### config.mk
export PLATFORM = sky130hd
export DESIGN_NAME = hazard_stall_ctrl_flat
export DESIGN_NICKNAME = d
export VERILOG_FILES = /design/src/rtl/hazard_stall_ctrl_if.sv /design/src/rtl/hazard_stall_ctrl.sv /design/src/flat_wrapper.sv
export SDC_FILE = /design/constraint.sdc
export NUM_CORES = 1
export LEC_CHECK = 0
export CAP_MARGIN = 5
export CORE_MARGIN = 2
export CORE_UTILIZATION = 40
export CTS_CLUSTER_DIAMETER = 30
export DETAILED_ROUTE_END_ITERATION = 10
export PLACE_DENSITY = 0.75
export RECOVER_POWER = 50
export SETUP_SLACK_MARGIN = 0.05
export SLEW_MARGIN = 0
export SYNTH_ARGS = -nofsm -noshare
export SYNTH_HDL_FRONTEND = slang
export SYNTH_SLANG_ARGS = --single-unit
### constraint.sdc
create_clock -name clk -period 2.22 [get_ports clk]
set_input_delay 0.222 -clock clk [delete_from_list [all_inputs] [get_ports clk]]
set_output_delay 0.222 -clock clk [all_outputs]
set_load 0.005 [all_outputs]
### src/rtl/hazard_stall_ctrl_if.sv
// Pipeline-side bundle for hazard_stall_ctrl: ID/EX/MEM hazard inputs and
// the stall, flush and mul/div sequencing outputs.
interface hazard_stall_ctrl_if #(
  parameter int CNT_W = 16
);
  logic [4:0]       IF_ID_Reg_Rs;
  logic [4:0]       IF_ID_Reg_Rt;
  logic             ID_Uses_Rt;
  logic             ID_Branch;
  logic             ID_Branch_Taken;
  logic             ID_Jump;
  logic             ID_MulDiv_Start;
  logic             ID_MulDiv_Op;
  logic             ID_Is_MFHILO;
  logic             ID_EX_MemRead;
  logic             ID_EX_RegWrite;
  logic [4:0]       ID_EX_Reg_Rt;
  logic [4:0]       ID_EX_Reg_Rd;
  logic             EX_MEM_MemRead;
  logic [4:0]       EX_MEM_Reg_Rd;
  logic             PC_Write;
  logic             IF_ID_Write;
  logic             ID_EX_Bubble;
  logic             IF_ID_Flush;
  logic             MD_Start;
  logic             MD_Busy;
  logic             MD_Done;
  logic [1:0]       State;
  logic [CNT_W-1:0] Stall_Count;

  // No valid/ready pair here: the pipeline advances in a cycle exactly when
  // PC_Write/IF_ID_Write are high; a stall holds PC and IF_ID and injects a
  // bubble into ID_EX in that same cycle, so stall and flush never overlap.
  modport master (
    output IF_ID_Reg_Rs, IF_ID_Reg_Rt, ID_Uses_Rt, ID_Branch, ID_Branch_Taken,
           ID_Jump, ID_MulDiv_Start, ID_MulDiv_Op, ID_Is_MFHILO,
           ID_EX_MemRead, ID_EX_RegWrite, ID_EX_Reg_Rt, ID_EX_Reg_Rd,
           EX_MEM_MemRead, EX_MEM_Reg_Rd,
    input  PC_Write, IF_ID_Write, ID_EX_Bubble, IF_ID_Flush, MD_Start,
           MD_Busy, MD_Done, State, Stall_Count
  );

  modport slave (
    input  IF_ID_Reg_Rs, IF_ID_Reg_Rt, ID_Uses_Rt, ID_Branch, ID_Branch_Taken,
           ID_Jump, ID_MulDiv_Start, ID_MulDiv_Op, ID_Is_MFHILO,
           ID_EX_MemRead, ID_EX_RegWrite, ID_EX_Reg_Rt, ID_EX_Reg_Rd,
           EX_MEM_MemRead, EX_MEM_Reg_Rd,
    output PC_Write, IF_ID_Write, ID_EX_Bubble, IF_ID_Flush, MD_Start,
           MD_Busy, MD_Done, State, Stall_Count
  );
endinterface

### src/rtl/hazard_stall_ctrl.sv
// Hazard/stall sequencer for the 5-stage MIPS core: load-use, branch-in-ID
// operand and mul/div-busy stalls, plus the HI/LO latency counter.
module hazard_stall_ctrl #(
  parameter int MUL_LAT = 4,
  parameter int DIV_LAT = 32,
  parameter int CNT_W   = 16
) (
  input  logic                 clk,
  input  logic                 reset,
  hazard_stall_ctrl_if.slave   bus
);
  localparam int MAX_LAT = (MUL_LAT > DIV_LAT) ? MUL_LAT : DIV_LAT;
  localparam int MD_W    = $clog2(MAX_LAT + 1);

  typedef enum logic [1:0] {
    RUN     = 2'b00,
    HOLD    = 2'b01,
    MD_WAIT = 2'b10
  } state_t;

  state_t           state;
  logic [MD_W-1:0]  md_cnt;
  logic [CNT_W-1:0] stall_count;

  logic ex_rt_hit, ex_rd_hit, mem_rd_hit;
  logic load_use, br_haz, md_haz, stall;
  logic md_busy, md_start;

  // Writes to $0 are never real producers, so r == 0 never matches.
  function automatic logic src_match(input logic [4:0] r, input logic [4:0] rs,
                                     input logic [4:0] rt, input logic uses_rt);
    return (r != 5'd0) && ((r == rs) || (uses_rt && (r == rt)));
  endfunction

  assign ex_rt_hit  = src_match(bus.ID_EX_Reg_Rt, bus.IF_ID_Reg_Rs,
                                bus.IF_ID_Reg_Rt, bus.ID_Uses_Rt);
  assign ex_rd_hit  = src_match(bus.ID_EX_Reg_Rd, bus.IF_ID_Reg_Rs,
                                bus.IF_ID_Reg_Rt, bus.ID_Uses_Rt);
  assign mem_rd_hit = src_match(bus.EX_MEM_Reg_Rd, bus.IF_ID_Reg_Rs,
                                bus.IF_ID_Reg_Rt, bus.ID_Uses_Rt);

  assign md_busy  = (md_cnt != '0);
  assign load_use = bus.ID_EX_MemRead && ex_rt_hit;
  // Branches compare in ID, so an EX result or a MEM-stage load is too late.
  assign br_haz   = bus.ID_Branch &&
                    ((bus.ID_EX_RegWrite && ex_rd_hit) ||
                     (bus.EX_MEM_MemRead && mem_rd_hit));
  assign md_haz   = md_busy && (bus.ID_MulDiv_Start || bus.ID_Is_MFHILO);
  assign stall    = load_use || br_haz || md_haz;
  assign md_start = bus.ID_MulDiv_Start && !stall;

  assign bus.PC_Write     = !stall;
  assign bus.IF_ID_Write  = !stall;
  assign bus.ID_EX_Bubble = stall;
  assign bus.IF_ID_Flush  = !stall && (bus.ID_Jump ||
                                       (bus.ID_Branch && bus.ID_Branch_Taken));
  assign bus.MD_Start     = md_start;
  assign bus.MD_Busy      = md_busy;
  assign bus.MD_Done      = (md_cnt == MD_W'(1));
  assign bus.State        = state;
  assign bus.Stall_Count  = stall_count;

  // Counter holds remaining busy cycles; LAT..1 gives exactly LAT busy cycles.
  always_ff @(posedge clk or posedge reset) begin
    if (reset) begin
      md_cnt <= '0;
    end else if (md_start) begin
      md_cnt <= bus.ID_MulDiv_Op ? MD_W'(DIV_LAT) : MD_W'(MUL_LAT);
    end else if (md_busy) begin
      md_cnt <= md_cnt - MD_W'(1);
    end
  end

  always_ff @(posedge clk or posedge reset) begin
    if (reset) begin
      state <= RUN;
    end else if (md_haz) begin
      state <= MD_WAIT;
    end else if (load_use || br_haz) begin
      state <= HOLD;
    end else begin
      state <= RUN;
    end
  end

  always_ff @(posedge clk or posedge reset) begin
    if (reset) begin
      stall_count <= '0;
    end else if (stall && (stall_count != '1)) begin
      stall_count <= stall_count + CNT_W'(1);
    end
  end
endmodule

### src/flat_wrapper.sv
// flat-port wrapper written by rule: the top's interface ports become plain ports
module hazard_stall_ctrl_flat 
#(
  parameter int MUL_LAT = 4,
  parameter int DIV_LAT = 32,
  parameter int CNT_W   = 16
)
  (clk, reset, bus_IF_ID_Reg_Rs, bus_IF_ID_Reg_Rt, bus_ID_Uses_Rt, bus_ID_Branch, bus_ID_Branch_Taken, bus_ID_Jump, bus_ID_MulDiv_Start, bus_ID_MulDiv_Op, bus_ID_Is_MFHILO, bus_ID_EX_MemRead, bus_ID_EX_RegWrite, bus_ID_EX_Reg_Rt, bus_ID_EX_Reg_Rd, bus_EX_MEM_MemRead, bus_EX_MEM_Reg_Rd, bus_PC_Write, bus_IF_ID_Write, bus_ID_EX_Bubble, bus_IF_ID_Flush, bus_MD_Start, bus_MD_Busy, bus_MD_Done, bus_State, bus_Stall_Count);
  hazard_stall_ctrl_if #(.CNT_W(CNT_W)) bus_i ();
  input  logic clk;
  input  logic reset;
  input wire logic [$bits(bus_i.IF_ID_Reg_Rs)-1:0] bus_IF_ID_Reg_Rs;
  input wire logic [$bits(bus_i.IF_ID_Reg_Rt)-1:0] bus_IF_ID_Reg_Rt;
  input wire logic [$bits(bus_i.ID_Uses_Rt)-1:0] bus_ID_Uses_Rt;
  input wire logic [$bits(bus_i.ID_Branch)-1:0] bus_ID_Branch;
  input wire logic [$bits(bus_i.ID_Branch_Taken)-1:0] bus_ID_Branch_Taken;
  input wire logic [$bits(bus_i.ID_Jump)-1:0] bus_ID_Jump;
  input wire logic [$bits(bus_i.ID_MulDiv_Start)-1:0] bus_ID_MulDiv_Start;
  input wire logic [$bits(bus_i.ID_MulDiv_Op)-1:0] bus_ID_MulDiv_Op;
  input wire logic [$bits(bus_i.ID_Is_MFHILO)-1:0] bus_ID_Is_MFHILO;
  input wire logic [$bits(bus_i.ID_EX_MemRead)-1:0] bus_ID_EX_MemRead;
  input wire logic [$bits(bus_i.ID_EX_RegWrite)-1:0] bus_ID_EX_RegWrite;
  input wire logic [$bits(bus_i.ID_EX_Reg_Rt)-1:0] bus_ID_EX_Reg_Rt;
  input wire logic [$bits(bus_i.ID_EX_Reg_Rd)-1:0] bus_ID_EX_Reg_Rd;
  input wire logic [$bits(bus_i.EX_MEM_MemRead)-1:0] bus_EX_MEM_MemRead;
  input wire logic [$bits(bus_i.EX_MEM_Reg_Rd)-1:0] bus_EX_MEM_Reg_Rd;
  output wire logic [$bits(bus_i.PC_Write)-1:0] bus_PC_Write;
  output wire logic [$bits(bus_i.IF_ID_Write)-1:0] bus_IF_ID_Write;
  output wire logic [$bits(bus_i.ID_EX_Bubble)-1:0] bus_ID_EX_Bubble;
  output wire logic [$bits(bus_i.IF_ID_Flush)-1:0] bus_IF_ID_Flush;
  output wire logic [$bits(bus_i.MD_Start)-1:0] bus_MD_Start;
  output wire logic [$bits(bus_i.MD_Busy)-1:0] bus_MD_Busy;
  output wire logic [$bits(bus_i.MD_Done)-1:0] bus_MD_Done;
  output wire logic [$bits(bus_i.State)-1:0] bus_State;
  output wire logic [$bits(bus_i.Stall_Count)-1:0] bus_Stall_Count;
  assign bus_i.IF_ID_Reg_Rs = bus_IF_ID_Reg_Rs;
  assign bus_i.IF_ID_Reg_Rt = bus_IF_ID_Reg_Rt;
  assign bus_i.ID_Uses_Rt = bus_ID_Uses_Rt;
  assign bus_i.ID_Branch = bus_ID_Branch;
  assign bus_i.ID_Branch_Taken = bus_ID_Branch_Taken;
  assign bus_i.ID_Jump = bus_ID_Jump;
  assign bus_i.ID_MulDiv_Start = bus_ID_MulDiv_Start;
  assign bus_i.ID_MulDiv_Op = bus_ID_MulDiv_Op;
  assign bus_i.ID_Is_MFHILO = bus_ID_Is_MFHILO;
  assign bus_i.ID_EX_MemRead = bus_ID_EX_MemRead;
  assign bus_i.ID_EX_RegWrite = bus_ID_EX_RegWrite;
  assign bus_i.ID_EX_Reg_Rt = bus_ID_EX_Reg_Rt;
  assign bus_i.ID_EX_Reg_Rd = bus_ID_EX_Reg_Rd;
  assign bus_i.EX_MEM_MemRead = bus_EX_MEM_MemRead;
  assign bus_i.EX_MEM_Reg_Rd = bus_EX_MEM_Reg_Rd;
  assign bus_PC_Write = bus_i.PC_Write;
  assign bus_IF_ID_Write = bus_i.IF_ID_Write;
  assign bus_ID_EX_Bubble = bus_i.ID_EX_Bubble;
  assign bus_IF_ID_Flush = bus_i.IF_ID_Flush;
  assign bus_MD_Start = bus_i.MD_Start;
  assign bus_MD_Busy = bus_i.MD_Busy;
  assign bus_MD_Done = bus_i.MD_Done;
  assign bus_State = bus_i.State;
  assign bus_Stall_Count = bus_i.Stall_Count;
  hazard_stall_ctrl #(.MUL_LAT(MUL_LAT), .DIV_LAT(DIV_LAT), .CNT_W(CNT_W)) u_core (.clk(clk), .reset(reset), .bus(bus_i));
endmodule
==> results.cfg <==
[power_and_ir_drop]
peakVddDrop_uv = 657
power.density_mw_per_mm2 = 716
p_leak_nw = 1.20

[placed_design]
io_buffers = 61
dp_hpwl_mm = 3.26
gp_congestion = 0.881
dpl_worst_slack_ps = -357

[min_path]
hold_class = reg -> reg
hp-start = u_core.bus.Stall_Count[11]$_DFFE_PP0P_
whs_path_depth = 1
min_to = u_core.bus.Stall_Count[11]$_DFFE_PP0P_

[sta]
min_period_over_period_pct = 96.4
min_period_ps = 2140
relSlewSlack_pct = 15.7
rsz0062_at_grt = true
max_freq_ghz = 0.467
skew_ps = 2.31
setup_viol = 0
slew_violations = 0
hold_viol = 0
timing.final.ws_setup_ps = 80.7
worstMarginPinSlew_ps = 1260

[critical_path]
required_ps = 2370
end_kind = register
critPathSlowestCell = dfrtp_1
crit_fanout = 6
reg2reg_from = u_core.md_cnt[0]$_DFFE_PP0P_
path_common_cell = buf_4
path_cells = inv_2, ha_2, and2_4, nor2_4, a21oi_4, buf_4, buf_4, buf_4, a21oi_4, buf_6, nand4_1, xnor2_1
rr_endpoint = u_core.bus.Stall_Count[6]$_DFFE_PP0P_
slowest_delay_ps = 380
worstSetupStartpointType = register
r2r_cells = 12
critPathArrivalTime_ps = 2290
rrSetupSlack_ps = 80
critPathKind = reg -> reg

[flow_run]
drv_cap = 0

[final_layout]
fillerInstances = 297
antenna_cells = 0
layout-drive-gt1-share_pct = 27.8
utilization_pct = 71.7
final_nets = 308
area_growth_pct = 69.5

[synth]
synth_cell_types = 35
syn_area_per_cell_sq_um = 9.58
synth-seq-cells = 24
synth_cells = 164
syn_area_sq_mm = 0.00157
yosys_warnings = 0
synth_seq_area_share_pct = 38.2
syn_nets = 204

[global_routing]
grt_start_max_net_pins = 25
antenna_found_initial = 0
met3_usage_pct = 4.05
top_usage_layer = met2
overflow = 0
grt_use_met1_pct = 28.5
grtUsageMet2_pct = 31.9
grt.total_usage_pct = 20.3
grt_pass1_wl_mm = 6.71
grt_pass1_vias = 1424

[drt]
via_per_inst = 5.03
drc = 0
drt-total-wl_mm = 4.41
vias = 1580
first_iter_violations = 93
dr.pass1.iters = 4
post_drt_wl_per_cell_microns = 14.1
detail-route-antenna-nets = 0

[floorplan]
start_util_pct = 42.3
die_y_microns = 66.7
core_area_sq_mm = 0.00372
placementRows = 22
io-pin-count = 62
die_x_microns = 66.7
die_area_sq_mm = 0.00445

[clock_network]
cts.sinks = 24
clockBufferDepth = 2
clk_pin_slew_worst_paths_ps = 80
cts_buffers = 3
ctsHoldBuffers = 0
root_buffer = clkbuf_8
cts-htree-levels = 1
cts_tree = built
clk_latency_ps = 260

[run_status]
status = finished, final reports clean
[cell families (layout without fill, tap and decap cells)]
family | Yosys count | after routing | share of synthesized area (%)
AND/OR/NAND/NOR | 60 | 60 | 20.1
XOR/XNOR | 44 | 44 | 24.5
flip-flops | 24 | 24 | 38.2
AO/OA/AOI/OAI | 18 | 18 | 8.52
buffers and inverters | 12 | 114 | 4.14
adder cells (fa/ha/maj) | 3 | 3 | 2.39
multiplexers | 3 | 3 | 2.07
[flip-flops by register name (all words and copies together), names as in the netlist]
register                cells
u_core.bus.Stall_Count     16
u_core.bus.State            2
u_core.md_cnt               6
[synthesized netlist by cell type, drive strengths merged]
library cell  number  area [sq um]
buf                4          35.0
a31oi              1          6.26
nor4               3          18.8
xor2              19           166
and4               3          26.3
o211ai             1          7.51
mux2i              1          10.0
nand2b             1          6.26
a21oi              5          40.0
o22ai              2          12.5
nand2             12          45.0
ha                 3          37.5
or3                1          6.26
nor3               5          25.0
mux2               2          22.5
clkbuf             2          7.51
or4                2          15.0
a32oi              2          17.5
dfrtp             24           601
o22a               1          10.0
a221o              1          10.0
nand4              7          43.8
inv                6          22.5
o311a              1          10.0
nor2               9          33.8
and2               2          12.5
and3               7          43.8
nand3              8          40.0
xnor2             25           219
o21ai              4          20.0
[area by class of cell]
| class | instances | area, sq um | share of cell area, % |
|---|---|---|---|
| inverters | 6 | 22.5 | 0.845 |
| clock buffers | 3 | 41.3 | 1.55 |
| flip-flops and latches | 24 | 601 | 22.5 |
| well taps | 48 | 60.1 | 2.25 |
| repair buffers | 105 | 921 | 34.6 |
| multi-input cells | 128 | 1020 | 38.2 |
[timing repair]
item	in CTS	in global routing
setup endpoints to repair	14	19
gates resized for setup	43	32
buffers inserted	7	6
pin swaps	15	16
[how the worst max path moves through the flow]
stage                     slack (ps)                                endpoint                    startpoint  cells after the start
final                             80   u_core.bus.Stall_Count[6]$_DFFE_PP0P_  u_core.md_cnt[0]$_DFFE_PP0P_                     12
after global placement          -330                         bus_IF_ID_Flush           bus_ID_EX_Reg_Rd[0]                      7
after detailed placement        -360                         bus_IF_ID_Flush           bus_ID_EX_Reg_Rd[0]                      7
after CTS                         50  u_core.bus.Stall_Count[13]$_DFFE_PP0P_           bus_IF_ID_Reg_Rt[3]                     13
after global routing             -30  u_core.bus.Stall_Count[11]$_DFFE_PP0P_  u_core.md_cnt[0]$_DFFE_PP0P_                     12
after floorplan                  270            u_core.md_cnt[5]$_DFFE_PP0P_  u_core.md_cnt[0]$_DFFE_PP0P_                      9
[placed cells by master (no fill, tap or decap), types with 3 or more instances in the layout]
| cell type | n |
|---|---|
| buf_4 | 37 |
| clkdlybuf4s50_1 | 30 |
| dfrtp_1 | 24 |
| xor2_1 | 19 |
| xnor2_1 | 18 |
| dlygate4sd2_1 | 18 |
| nand2_1 | 11 |
| nor2_1 | 7 |
| xnor2_2 | 7 |
| nand4_1 | 7 |
| and3_1 | 6 |
| nand3_1 | 6 |
| clkdlybuf4s15_1 | 6 |
| buf_6 | 6 |
| nor3_1 | 5 |
| inv_1 | 4 |
| clkbuf_2 | 4 |
| and4_1 | 3 |
| o21ai_0 | 3 |
| a21oi_1 | 3 |
| clkbuf_8 | 3 |
[power breakdown]
part	total [mW]	leakage (nW)	switching [mW]	internal (mW)
Sequential	0.691	0.299	0.125	0.566
Combinational	0.967	0.878	0.397	0.569
Clock	0.250	0.0216	0.129	0.121
[routing by layer]
metal	up-vias	share of wire, %	wire length (microns)
met5	-	0	0
met4	0	1.0	45
met3	6	5.3	234
met2	50	47	2070
met1	745	47	2060
li1	779	-	-
[critical path, delay by kind of cell, from the launching register on]
| family | cells | cell delay, ps |
|---|---|---|
| and+or+nand+nor | 3 | 410 |
| buffers and inverters | 5 | 600 |
| xor gates and xnor gates | 1 | 150 |
| AOI/OAI and AO/OA | 2 | 310 |
| adders and majority gates | 1 | 190 |
| DFF | 1 | 380 |
[per-stage QoR]
step / hold WS, ps / cells / instance area [sq um] / power, mW / TNS, ps
final: 494 / 314 / 2660 / 1.91 / 0
after global routing: 524 / 314 / 2660 / 2.04 / -69.2
after CTS: 305 / 308 / 2540 / 1.81 / 0
after detailed placement: 489 / 299 / 2440 / 1.53 / -4880
after global placement: 474 / 299 / 2440 / 1.52 / -4730
after floorplan: 237 / 164 / 1570 / 1.09 / 0
Power figures use the tool's default switching activity.
